File: src/rtl/out_fifo_arbiter_if.sv
// Requester-side bus of the output FIFO arbiter: per-requester request,
// byte handshake and the registered grant vector.
interface out_fifo_arbiter_if;
   logic [1:0]  req_i;
   logic [1:0]  valid_i;
   logic [15:0] data_i;
   logic [1:0]  ready_o;
   logic [1:0]  grant_o;

   // Requester side drives requests and bytes.
   modport master (
      output req_i,
      output valid_i,
      output data_i,
      input  ready_o,
      input  grant_o
   );

   // Arbiter side accepts bytes and reports ownership.
   modport slave (
      input  req_i,
      input  valid_i,
      input  data_i,
      output ready_o,
      output grant_o
   );
endinterface

File: src/rtl/out_fifo_arbiter.sv
// Packet-atomic round-robin arbiter for the FPGA-to-host output FIFO write port.
// Requester 0 is the command/response controller, requester 1 the input-stream
// packetiser. A packet is a header {cmd[1:0], len[5:0]} plus len payload bytes.
// A stalled owner has its packet zero-padded to length and err_timeout_o is set.
module out_fifo_arbiter #(
   parameter logic [7:0] TIMEOUT_CYCLES = 8'd255
) (
   input  logic               clk_24576000_i,
   input  logic               reset_i,
   out_fifo_arbiter_if.slave  req_if,
   output logic               wr_out_fifo_en_o,
   output logic [7:0]         wr_out_fifo_data_o,
   input  logic               wr_out_fifo_full_i,
   input  logic               wr_out_fifo_afull_i,
   output logic               pkt_done_o,
   output logic               err_timeout_o
);

   typedef enum logic [2:0] {
      IDLE,
      HEADER,
      PAYLOAD,
      PAD,
      DONE
   } state_t;

   state_t     state_q, state_d;
   logic [1:0] grant_q, grant_d;
   logic [5:0] cnt_q, cnt_d;
   logic [7:0] tmo_q, tmo_d;
   logic [7:0] tmo_inc;
   logic       last_q, last_d;
   logic       wr_en_d;
   logic [7:0] wr_data_d;
   logic       done_d;
   logic       err_d;

   logic       fifo_ok;
   logic       owner;
   logic       accepting;
   logic [1:0] ready_w;
   logic       xfer;
   logic [7:0] owner_byte;

   // Almost-full is treated as full so the registered in-flight write always has a slot.
   assign fifo_ok    = ~wr_out_fifo_full_i & ~wr_out_fifo_afull_i;
   assign owner      = grant_q[1];
   assign accepting  = ((state_q == HEADER) || (state_q == PAYLOAD)) && fifo_ok;
   assign ready_w    = accepting ? grant_q : 2'b00;
   assign xfer       = |(req_if.valid_i & ready_w);
   assign owner_byte = owner ? req_if.data_i[15:8] : req_if.data_i[7:0];
   assign tmo_inc    = (tmo_q >= TIMEOUT_CYCLES) ? tmo_q : tmo_q + 8'd1;

   assign req_if.ready_o = ready_w;
   assign req_if.grant_o = grant_q;

   // Next-state, grant, counters and write-port decisions for the current cycle.
   always_comb begin
      state_d   = state_q;
      grant_d   = grant_q;
      cnt_d     = cnt_q;
      tmo_d     = tmo_q;
      last_d    = last_q;
      wr_en_d   = 1'b0;
      wr_data_d = wr_out_fifo_data_o;
      done_d    = 1'b0;
      err_d     = err_timeout_o;

      unique case (state_q)
         IDLE: begin
            grant_d = '0;
            unique case (req_if.req_i)
               2'b01: begin
                  grant_d = 2'b01;
                  state_d = HEADER;
               end
               2'b10: begin
                  grant_d = 2'b10;
                  state_d = HEADER;
               end
               2'b11: begin
                  grant_d = last_q ? 2'b01 : 2'b10;
                  state_d = HEADER;
               end
               default: state_d = IDLE;
            endcase
         end

         HEADER: begin
            if (xfer) begin
               wr_en_d   = 1'b1;
               wr_data_d = owner_byte;
               cnt_d     = owner_byte[5:0];
               tmo_d     = '0;
               state_d   = (owner_byte[5:0] == 6'd0) ? DONE : PAYLOAD;
            end else if (!req_if.req_i[owner]) begin
               grant_d = '0;
               state_d = IDLE;
            end
         end

         PAYLOAD: begin
            if (xfer) begin
               wr_en_d   = 1'b1;
               wr_data_d = owner_byte;
               tmo_d     = '0;
               if (cnt_q <= 6'd1) begin
                  state_d = DONE;
               end else begin
                  cnt_d = cnt_q - 6'd1;
               end
            end else if (fifo_ok) begin
               // Only owner stalls count; FIFO backpressure freezes the idle counter.
               tmo_d = tmo_inc;
               if (tmo_inc >= TIMEOUT_CYCLES) begin
                  err_d   = 1'b1;
                  state_d = PAD;
               end
            end
         end

         PAD: begin
            if (fifo_ok) begin
               wr_en_d   = 1'b1;
               wr_data_d = '0;
               if (cnt_q <= 6'd1) begin
                  state_d = DONE;
               end else begin
                  cnt_d = cnt_q - 6'd1;
               end
            end
         end

         DONE: begin
            done_d  = 1'b1;
            last_d  = owner;
            grant_d = '0;
            state_d = IDLE;
         end

         default: begin
            grant_d = '0;
            state_d = IDLE;
         end
      endcase
   end

   // State register plus registered write port, completion pulse and sticky error.
   always_ff @(posedge clk_24576000_i) begin
      if (reset_i) begin
         state_q            <= IDLE;
         grant_q            <= '0;
         cnt_q              <= '0;
         tmo_q              <= '0;
         last_q             <= 1'b1;
         wr_out_fifo_en_o   <= 1'b0;
         wr_out_fifo_data_o <= '0;
         pkt_done_o         <= 1'b0;
         err_timeout_o      <= 1'b0;
      end else begin
         state_q            <= state_d;
         grant_q            <= grant_d;
         cnt_q              <= cnt_d;
         tmo_q              <= tmo_d;
         last_q             <= last_d;
         wr_out_fifo_en_o   <= wr_en_d;
         wr_out_fifo_data_o <= wr_data_d;
         pkt_done_o         <= done_d;
         err_timeout_o      <= err_d;
      end
   end

endmodule
File: src/flat_wrapper.sv
// flat-port wrapper written by rule: the top's interface ports become plain ports
module out_fifo_arbiter_flat 
#(
   parameter logic [7:0] TIMEOUT_CYCLES = 8'd255
)
  (clk_24576000_i, reset_i, wr_out_fifo_en_o, wr_out_fifo_data_o, wr_out_fifo_full_i, wr_out_fifo_afull_i, pkt_done_o, err_timeout_o, req_if_req_i, req_if_valid_i, req_if_data_i, req_if_ready_o, req_if_grant_o);
  out_fifo_arbiter_if req_if_i ();
  input  logic clk_24576000_i;
  input  logic reset_i;
  output logic wr_out_fifo_en_o;
  output logic [7:0] wr_out_fifo_data_o;
  input  logic wr_out_fifo_full_i;
  input  logic wr_out_fifo_afull_i;
  output logic pkt_done_o;
  output logic err_timeout_o;
  input wire logic [$bits(req_if_i.req_i)-1:0] req_if_req_i;
  input wire logic [$bits(req_if_i.valid_i)-1:0] req_if_valid_i;
  input wire logic [$bits(req_if_i.data_i)-1:0] req_if_data_i;
  output wire logic [$bits(req_if_i.ready_o)-1:0] req_if_ready_o;
  output wire logic [$bits(req_if_i.grant_o)-1:0] req_if_grant_o;
  assign req_if_i.req_i = req_if_req_i;
  assign req_if_i.valid_i = req_if_valid_i;
  assign req_if_i.data_i = req_if_data_i;
  assign req_if_ready_o = req_if_i.ready_o;
  assign req_if_grant_o = req_if_i.grant_o;
  out_fifo_arbiter #(.TIMEOUT_CYCLES(TIMEOUT_CYCLES)) u_core (.clk_24576000_i(clk_24576000_i), .reset_i(reset_i), .req_if(req_if_i), .wr_out_fifo_en_o(wr_out_fifo_en_o), .wr_out_fifo_data_o(wr_out_fifo_data_o), .wr_out_fifo_full_i(wr_out_fifo_full_i), .wr_out_fifo_afull_i(wr_out_fifo_afull_i), .pkt_done_o(pkt_done_o), .err_timeout_o(err_timeout_o));
endmodule
File: config.mk
export PLATFORM = sky130hd
export DESIGN_NAME = out_fifo_arbiter_flat
export DESIGN_NICKNAME = d
export VERILOG_FILES = /design/src/rtl/out_fifo_arbiter_if.sv /design/src/rtl/out_fifo_arbiter.sv /design/src/flat_wrapper.sv
export SDC_FILE = /design/constraint.sdc
export NUM_CORES = 1
export LEC_CHECK = 0
export ABC_AREA = 0
export BUFFER_PORTS_ARGS = -buffer_cell sky130_fd_sc_hd__buf_2
export CAP_MARGIN = 40
export CORE_MARGIN = 2
export CORE_UTILIZATION = 45
export DETAILED_ROUTE_END_ITERATION = 8
export PLACE_DENSITY = 0.7
export SETUP_SLACK_MARGIN = 0.15
export SLEW_MARGIN = 10
export SYNTH_ARGS = -nofsm -noshare
export SYNTH_HDL_FRONTEND = slang
export SYNTH_SLANG_ARGS = --single-unit
File: constraint.sdc
create_clock -name clk_24576000_i -period 2.1 [get_ports clk_24576000_i]
set_input_delay 0 -clock clk_24576000_i [delete_from_list [all_inputs] [get_ports clk_24576000_i]]
set_output_delay 0 -clock clk_24576000_i [all_outputs]
set_load 0.005 [all_outputs]
* Yosys cells after proc, flatten, opt, wreduce, memory -nomap -nowiden
Cells that the tools add are included.
Storage, ports and cells: register bits 31, bits in latches 0, memory bits (writable) 0, bits in read-only memories 0, logic and storage cells 90, memories kept 0
Operators by class: $add $sub $neg 2, multiply operators 0, divide/modulo/power cells 0, $lt $le $gt $ge 4, equal/unequal tests 16, shifts and indexed selects 0, muxes and demuxes 36, bitwise operators 6, reductions and logical operators 17
Operators by type and width (number):
- $mux W8 | 7
- $pmux W8 S2 | 2
- $mux W3 | 8
- $mux W6 | 4
- $pmux W6 S3 | 1
- $ge A8 B8 Y1 const B | 2
- $pmux W2 S3 | 2
- $pmux W3 S4 | 1
- $reduce_and A4 Y1 | 3
- $reduce_and A3 Y1 | 3
- $add A8 B1 Y8 const B | 1
- $mux W2 | 4
- $ne A2 B1 Y1 const B | 4
- $eq A3 B2 Y1 const B | 2
- $le A6 B1 Y1 const B | 1
- $logic_not A6 Y1 | 1
- $mux W1 | 6
- $ne A3 B2 Y1 const B | 2
- $reduce_or A2 Y1 | 3
- $sub A6 B1 Y6 const B | 1
- $eq A2 B2 Y1 const B | 2
- $ne A2 B2 Y1 const B | 2
- $not A1 Y1 | 4
- $reduce_bool A2 Y1 | 2
- 13 further kinds | 13

* Longest topological paths before layout
Gate-level depths: netlist of the first run.
depth after elaboration 8, gate-level depth with buffers 7

* Worst setup path after synthesis of the first run
OpenSTA, ideal clock, no wires.
path kind register to register, start point reg u_core.tmo_q[0], end point reg u_core.state_q[0], library setup time 0.115 ns, arrival 1.742 ns, slack 0.244 ns, stages on the path, launching flop included 7, path through dfxtp_1 -> ha_1 -> clkbuf_1 -> or4b_1 -> o211ai_1 -> nand3_1 -> a2111oi_0
On the way: word-level cells in the longest chain between the ends 5
RTL lines:
- start: declaration | RTL line out_fifo_arbiter.sv:30 | logic [7:0] tmo_q, tmo_d;
- start signal: assignment | RTL line out_fifo_arbiter.sv:164 | tmo_q <= tmo_d;
- $add A8 B1 Y8 / $ge A8 B8 Y1 (equally long branches) | RTL line out_fifo_arbiter.sv:52 | assign tmo_inc = (tmo_q >= TIMEOUT_CYCLES) ? tmo_q : tmo_q + 8'd1;
- $mux W8 * | RTL line out_fifo_arbiter.sv:52
- $ge A8 B8 Y1 * | RTL line out_fifo_arbiter.sv:115 | if (tmo_inc >= TIMEOUT_CYCLES) begin
- $ne A3 B2 Y1 (no line) *
- $reduce_and A4 Y1 (no line) *
- end signal: assignment | RTL line out_fifo_arbiter.sv:161 | state_q <= state_d;
- end: declaration | RTL line out_fifo_arbiter.sv:27 | state_t state_q, state_d;
Mark *: on every way between the ends. The rest lies on a longest branch, timed or not. A chain may end at the register's enable or synchronous reset.

* Worst setup path after layout of the first run
start point reg u_core.state_q[2], end point reg u_core.state_q[2]
On the way: word-level cells in the longest chain between the ends 8
RTL lines:
- $eq A3 B1 Y1 / $eq A3 B2 Y1 (equally long branches) | RTL line out_fifo_arbiter.sv:48, out_fifo_arbiter.sv:69
- $logic_or A1 B1 Y1 | RTL line out_fifo_arbiter.sv:48 | assign accepting = ((state_q == HEADER) || (state_q == PAYLOAD)) && fifo_ok;
- $logic_and A1 B1 Y1 | RTL line out_fifo_arbiter.sv:48
- $mux W2 | RTL line out_fifo_arbiter.sv:49 | assign ready_w = accepting ? grant_q : 2'b00;
- $and A2 B2 Y2 | RTL line out_fifo_arbiter.sv:50 | assign xfer = |(req_if.valid_i & ready_w);
- $reduce_or A2 Y1 | RTL line out_fifo_arbiter.sv:50
- $ne A3 B2 Y1 (no line), or another cell as far along
- $reduce_and A4 Y1 (no line) / $pmux W3 S4 (equally long branches)
Parallel ways exist; a longest one is shown, timed or not. The select of a mux whose other input is x is not followed.

==> results of run 1 <==
-- routing by layer --
metal / vias up / part of all wire [%] / global-route usage, %
met3: 8 / 3.1 / 4.50
met2: 39 / 48 / 35.5
met5: - / 0 / 0
li1: 920 / - / -
met4: 0 / 1.4 / 6.89
met1: 861 / 47 / 29.8
-- state kept, by name, summed over array words and instances, names as in the netlist --
register and count:
u_core.cnt_q 6, u_core.err_timeout_o 1, u_core.last_q 1, u_core.pkt_done_o 1, u_core.req_if.grant_o 2, u_core.state_q 3
u_core.tmo_q 8, u_core.wr_out_fifo_data_o 8, u_core.wr_out_fifo_en_o 1
-- per-stage QoR --
| step | hold WS [ns] | area, µm² |
|---|---|---|
| after floorplan | 0.139 | 1830 |
| after CTS | 0.00439 | 2220 |
| after detailed placement | 0.291 | 2110 |
| after global placement | 0.292 | 2110 |
| final | 0.00831 | 2240 |
| after global routing | 0.00535 | 2240 |
-- power groups by stage --
stage | Sequential, mW | Clock (mW) | Combinational (mW)
after CTS | 0.645 | 0.526 | 0.448
after floorplan | 0.645 | 0 | 0.309
final | 0.646 | 0.516 | 0.461
after global routing | 0.651 | 0.551 | 0.507
after detailed placement | 0.658 | 0 | 0.438
after global placement | 0.659 | 0 | 0.433
-- worst max-delay path, delay by kind of cell, from the launching register on --
| kind | cells | cell delay [ns] |
|---|---|---|
| simple gates | 4 | 1.21 |
| compound gates | 1 | 0.32 |
| flops | 1 | 0.31 |
-- timing repair --
item	in CTS	in global routing
gates cloned	0	0
setup endpoints to repair	1	17
resized for setup	4	5
pin swaps	0	1
-- final timing paths --
check,startpoint,end,slack [ns],depth (start not counted)
setup / recovery,u_core.state_q[2],u_core.state_q[2],0.16,5
hold / removal,req_if_req_i[0],u_core.req_if.grant_o[0],0.008,2
setup reg to reg,u_core.state_q[2],u_core.state_q[2],0.16,5
hold reg to reg,u_core.err_timeout_o,u_core.err_timeout_o,0.44,2
-- Yosys cell counts, types with 3 or more instances --
cell type | instances | area share (%)
a211oi_1 | 6 | 2.5
o21ai_0 | 11 | 3.0
a22o_1 | 9 | 4.3
a32o_1 | 5 | 2.7
buf_2 | 4 | 1.1
ha_1 | 3 | 2.1
dfxtp_1 | 31 | 34
nand2_1 | 25 | 5.1
inv_1 | 7 | 1.4
nor2_1 | 22 | 4.5
nor4_1 | 3 | 1.0
clkbuf_1 | 7 | 1.4
nand3_1 | 8 | 2.2
nor3_1 | 10 | 2.7
mux2i_1 | 3 | 1.6
a21oi_1 | 17 | 4.7
mux2_2 | 9 | 5.6
nand2b_1 | 4 | 1.4
or3_1 | 3 | 1.0
-- cell families after synthesis --
family	share of synthesized area, %
buffers and inverters	4.46
AOI/OAI and AO/OA	25.9
and+or+nand+nor	24.9
DFF	34.0
adders and majority gates	2.06
xor gates and xnor gates	1.44
muxes	7.20
-- cell type report --
type	count	area, µm²
repair buffers	50	284
flip-flops and latches	31	622
multi-input cells	174	1150
inverters	7	26.3
well taps	50	62.6
fillers	353	1700
clock buffers	8	100
==> reports/metrics.yaml, run 1 <==
pwr:
  p_total_mw: 1.62
  p_int_mw: 1.11
  power.switching_mw: 0.513
  power_switching_share_pct: 31.6
  p_leak_nw: 0.890
  p_comb_share_pct: 28.4
  vdd_drop_max_mv: 0.395
  p_clk_share_pct: 31.8
  powerDensity_nw_per_um2: 723
  seqPwrFrac_pct: 39.8
grt:
  grt_usage_pct: 22.2
  grt_pass1_vias: 1676
  antenna_found_initial: 0
  grt_max_degree: 25
  grt.overflow.total: 0
  grt_pass1_wl_mm: 7.72
critical_path:
  path_cells: "or3_1, or3_4, nor2_2, nand3_1, a2111oi_2"
  worst_ep_arrival_time_ns: 2.12
  end_kind: "flop"
  required_ns: 2.28
  cpMaxStageDelayCell: "or3_1"
  crit_type: "flop to flop"
  cpPeakStageDelay_ns: 0.51
  path_max_fanout: 6
  critPathLaunchType: "flop"
sta:
  fin_ws_ns: 0.159
  slew_viol_final: 0
  finalCriticalPeriod_ns: 1.94
  worstMarginPinSlew_ns: 0.544
  fin_skew_ns: 0.00958
  tns_ns: 0
  fmax_mhz: 515
  period_share_pct: 92.4
  slew_headroom_pct: 63.4
  final-hold-violation-count: 0
  rsz0062_at_grt: "yes"
  finalSetupViolations: 0
clock_tree:
  clkTransAtPathRegs_ns: 0.07
  cts.sinks: 31
  cts_tree: "done"
  clk_latency_ns: 0.28
  cts_root_buf: "clkbuf_8"
  cts.htree.levels: 2
  numCtsBuffers: 5
  post_cts_buffers: 0
  hold_buffers: 0
  clockBufferDepth: 2
floorplan:
  ios: 39
  initial_core_util_pct: 46.3
  core_area_um2: 3940
  fp-row-count: 23
  dieHeight_um: 67.7
  die_w_um: 67.7
  dieArea_um2: 4580
yosys:
  synth_seq_cells: 31
  ys_seq_area_share_pct: 34.0
  synth_edf_count: 0
  yosysWarnings: 0
  synth_cell_types: 47
  syn_inst: 225
  synth_top_flop_cell: "dfxtp_1"
  synth_nets: 252
  synth_area_um2: 1830
  async_flop_share_pct: 0
  syn_area_per_cell_um2: 8.11
final_layout:
  n_antenna_cell: 0
  nets: 296
  fin_util_pct: 56.9
  fin_cells: 320
  final_cell_mix: "buf_2, dfxtp_1, nand2_1, nor2_1, a21oi_1"
  area_growth_pct: 23.0
  drive_gt1_share_pct: 29.6
  final_common_cell: "buf_2"
route:
  drc: 0
  wl_mm: 4.67
  drtPass1Iterations: 4
  drt-vias-per-instance: 5.71
  num_vias: 1828
  ant_nets: 0
  drtIter0Drc: 184
  route.detailed.wl_per_inst_um: 14.6
outcome:
  run_status: "finished clean"
placed_design:
  place_hpwl_mm: 3.42
  globalplace.congestion: 0.864
  pre_cts_slack_ns: 0.108
  dp_cells: 312
  io_buffers: 38
worst_hold_path:
  min-delay-path-class: "input port to flop"
job:
  drv_cap: 0
No activity file was read; power rests on OpenSTA's default activity.
==> run 2: changes to the inputs <==
--- a/config.mk
+++ b/config.mk
@@ -8,6 +8,7 @@
 export ABC_AREA = 0
 export BUFFER_PORTS_ARGS = -buffer_cell sky130_fd_sc_hd__buf_2
 export CAP_MARGIN = 40
+export CORE_ASPECT_RATIO = 0.9
 export CORE_MARGIN = 2
 export CORE_UTILIZATION = 45
 export DETAILED_ROUTE_END_ITERATION = 8
==> run 2 against run 1 <==
  * Register-to-register slack better by 0.09 ns
  * Flip-flop and latch count stayed put
  * Worst setup slack better by 0.086 ns
  * Critical path type unchanged
==> reports/metrics.yaml, run 2 (synthesized netlist as in run 1, its figures left out) <==
clock_tree:
  cts.htree.levels: 2  # unchanged
  numCtsBuffers: 5  # unchanged
  clkTransAtPathRegs_ns: 0.06  # about the same
  clk_latency_ns: 0.29  # about the same
  clockBufferDepth: 2  # unchanged
  cts.sinks: 31  # unchanged
  cts_tree: "done"
  cts_root_buf: "clkbuf_8"
pwr:
  seqPwrFrac_pct: 40.6  # +0.8 points
  p_leak_nw: 0.898  # +0.93%
  powerDensity_nw_per_um2: 721  # -0.31%
  p_int_mw: 1.10  # -0.71%
  p_clk_share_pct: 32.6  # +0.8 points
  p_comb_share_pct: 26.8  # -1.6 points
  vdd_drop_max_mv: 0.393  # -0.52%
  power.switching_mw: 0.519  # +1.3%
  power_switching_share_pct: 32.0  # +0.43 points
placed_design:
  io_buffers: 38  # unchanged
  place_hpwl_mm: 3.41  # -0.32%
  globalplace.congestion: 0.941  # +8.9%
  pre_cts_slack_ns: 0.158  # +0.0496 ns
sta:
  fin_ws_ns: 0.245  # +0.0862 ns
  slew_headroom_pct: 67.7  # +4.3 points
  fin_hold_ws_ns: 0.00788  # -0.000426 ns
  slew_viol_final: 0  # unchanged
  fmax_mhz: 539  # +4.6%
  finalCriticalPeriod_ns: 1.86  # -0.0862 ns
  worstMarginPinSlew_ns: 0.485  # -0.0596 ns
  tns_ns: 0  # unchanged
  final-hold-violation-count: 0  # unchanged
  fin_skew_ns: 0.00546  # -0.00412 ns
  finalSetupViolations: 0  # unchanged
  rsz0062_at_grt: "yes"
  period_share_pct: 88.3  # -4.1 points
final_layout:
  final_cell_mix: "buf_2, dfxtp_1, nand2_1, nor2_1, a21oi_1"
  final_common_cell: "buf_2"
  n_antenna_cell: 0  # unchanged
  nets: 298  # +0.68%
  top_regs: "u_core.tmo_q: 8 flops, u_core.wr_out_fifo_data_o: 8 flops, u_core.cnt_q: 6 flops"
  drive_gt1_share_pct: 29.4  # -0.22 points
  area_growth_pct: 23.2
grt:
  grt.overflow.total: 0  # unchanged
  grt_usage_pct: 21.5  # -0.72 points
  grt_max_degree: 25  # unchanged
  grt_pass1_vias: 1664  # -0.72%
  grt_pass1_wl_mm: 7.77  # +0.62%
  antenna_found_initial: 0  # unchanged
route:
  ant_nets: 0  # unchanged
  drc: 0  # unchanged
  num_vias: 1840  # +0.66%
  drtIter0Drc: 148  # -20%
  route.detailed.wl_per_inst_um: 14.5  # -0.90%
  drtPass1Iterations: 4  # unchanged
  drt-vias-per-instance: 5.79  # +1.3%
  wl_mm: 4.60  # -1.5%
floorplan:
  initial_core_util_pct: 47.9  # +1.6 points
  dieArea_um2: 4580  # about the same
  dieHeight_um: 64.4  # -4.8%
  die_w_um: 71.1  # +5.1%
  fp-row-count: 21  # -8.7%
  ios: 39  # unchanged
  core_area_um2: 3810  # -3.4%
critical_path:
  path_max_fanout: 5  # -1
  crit_buf_inv: 0  # unchanged
  critPathLaunchType: "flop"
  end_kind: "flop"
  worst_ep_arrival_time_ns: 2.04  # -0.08 ns
  path_cells: "ha_2, or4b_1, o211ai_1, nand3_1, a2111oi_1"
  cpPeakStageDelay_ns: 0.43  # -0.08 ns
  timing.critical_path.max_delay_family: "simple AND/OR/NAND/NOR gates"
  required_ns: 2.28  # about the same
  cpMaxStageDelayCell: "or4b_1"
  crit_type: "flop to flop"
job:
  drv_cap: 0  # unchanged
outcome:
  run_status: "finished clean"
worst_hold_path:
  min-delay-path-class: "input port to flop"
==> run 2: cell types whose count changed in the layout (fill, tap and decap cells not counted) <==
cell           before  now
a21oi_1            16   17
a2111oi_1           0    1
a2111oi_2           2    1
dlygate4sd3_1       0    1
or3_1               3    2
or3_4               1    2
a21oi_2             1    0
buf_6               1    0
buf_4              11   13
==> run 2: path summary, 6_finish.rpt <==
check,start,endpoint,slack (ns),cells after the start
worst max-delay path,u_core.tmo_q[1],u_core.state_q[0],0.24,5
worst min-delay path,req_if_req_i[1],u_core.req_if.grant_o[1],0.008,2
worst max register to register,u_core.tmo_q[1],u_core.state_q[0],0.24,5
worst min register to register,u_core.err_timeout_o,u_core.err_timeout_o,0.45,2
==> run 2: area by class of cell <==
cell class | instances | area [µm²]
sequential | 31 | 622
timing repair buffer | 52 | 298
clock buffer | 8 | 100
inverter | 7 | 26.3
multi-input combinational | 174 | 1150
tap | 46 | 57.6
fill | 368 | 1560
==> run 2: timing repair <==
action                                  CTS  global route
endpoints found under the hold margin     1             0
pin swaps                                 0             0
resized for setup                         1             6
endpoints found under the setup margin    1             9
setup buffers                             0             0
hold buffers                              1             0
==> run 2: metal layers <==
layer	GRT usage, %	up-vias	part of all wire [%]
met2	31.0	69	41
li1	-	937	-
met3	4.67	11	6.1
met4	7.78	0	2.0
met1	31.4	823	51
met5	0	-	0
==> run 2: power groups by stage <==
stage | registers, mW | logic (mW) | clock network, mW
after floorplan | 0.645 | 0.309 | 0
after global placement | 0.670 | 0.417 | 0
after detailed placement | 0.670 | 0.420 | 0
after CTS | 0.657 | 0.424 | 0.538
after global routing | 0.662 | 0.485 | 0.557
final | 0.658 | 0.435 | 0.528
==> run 2: per-stage QoR <==
step           instances  util [%]  cell area [µm²]  total power, mW
5_1_grt              318      59.0             2250             1.71
3_3_place_gp         309      55.5             2120             1.09
2_1_floorplan        225         -             1830            0.954
3_5_place_dp         309      55.5             2120             1.09
4_1_cts              318      58.5             2230             1.62
6_report             318      59.0             2250             1.62
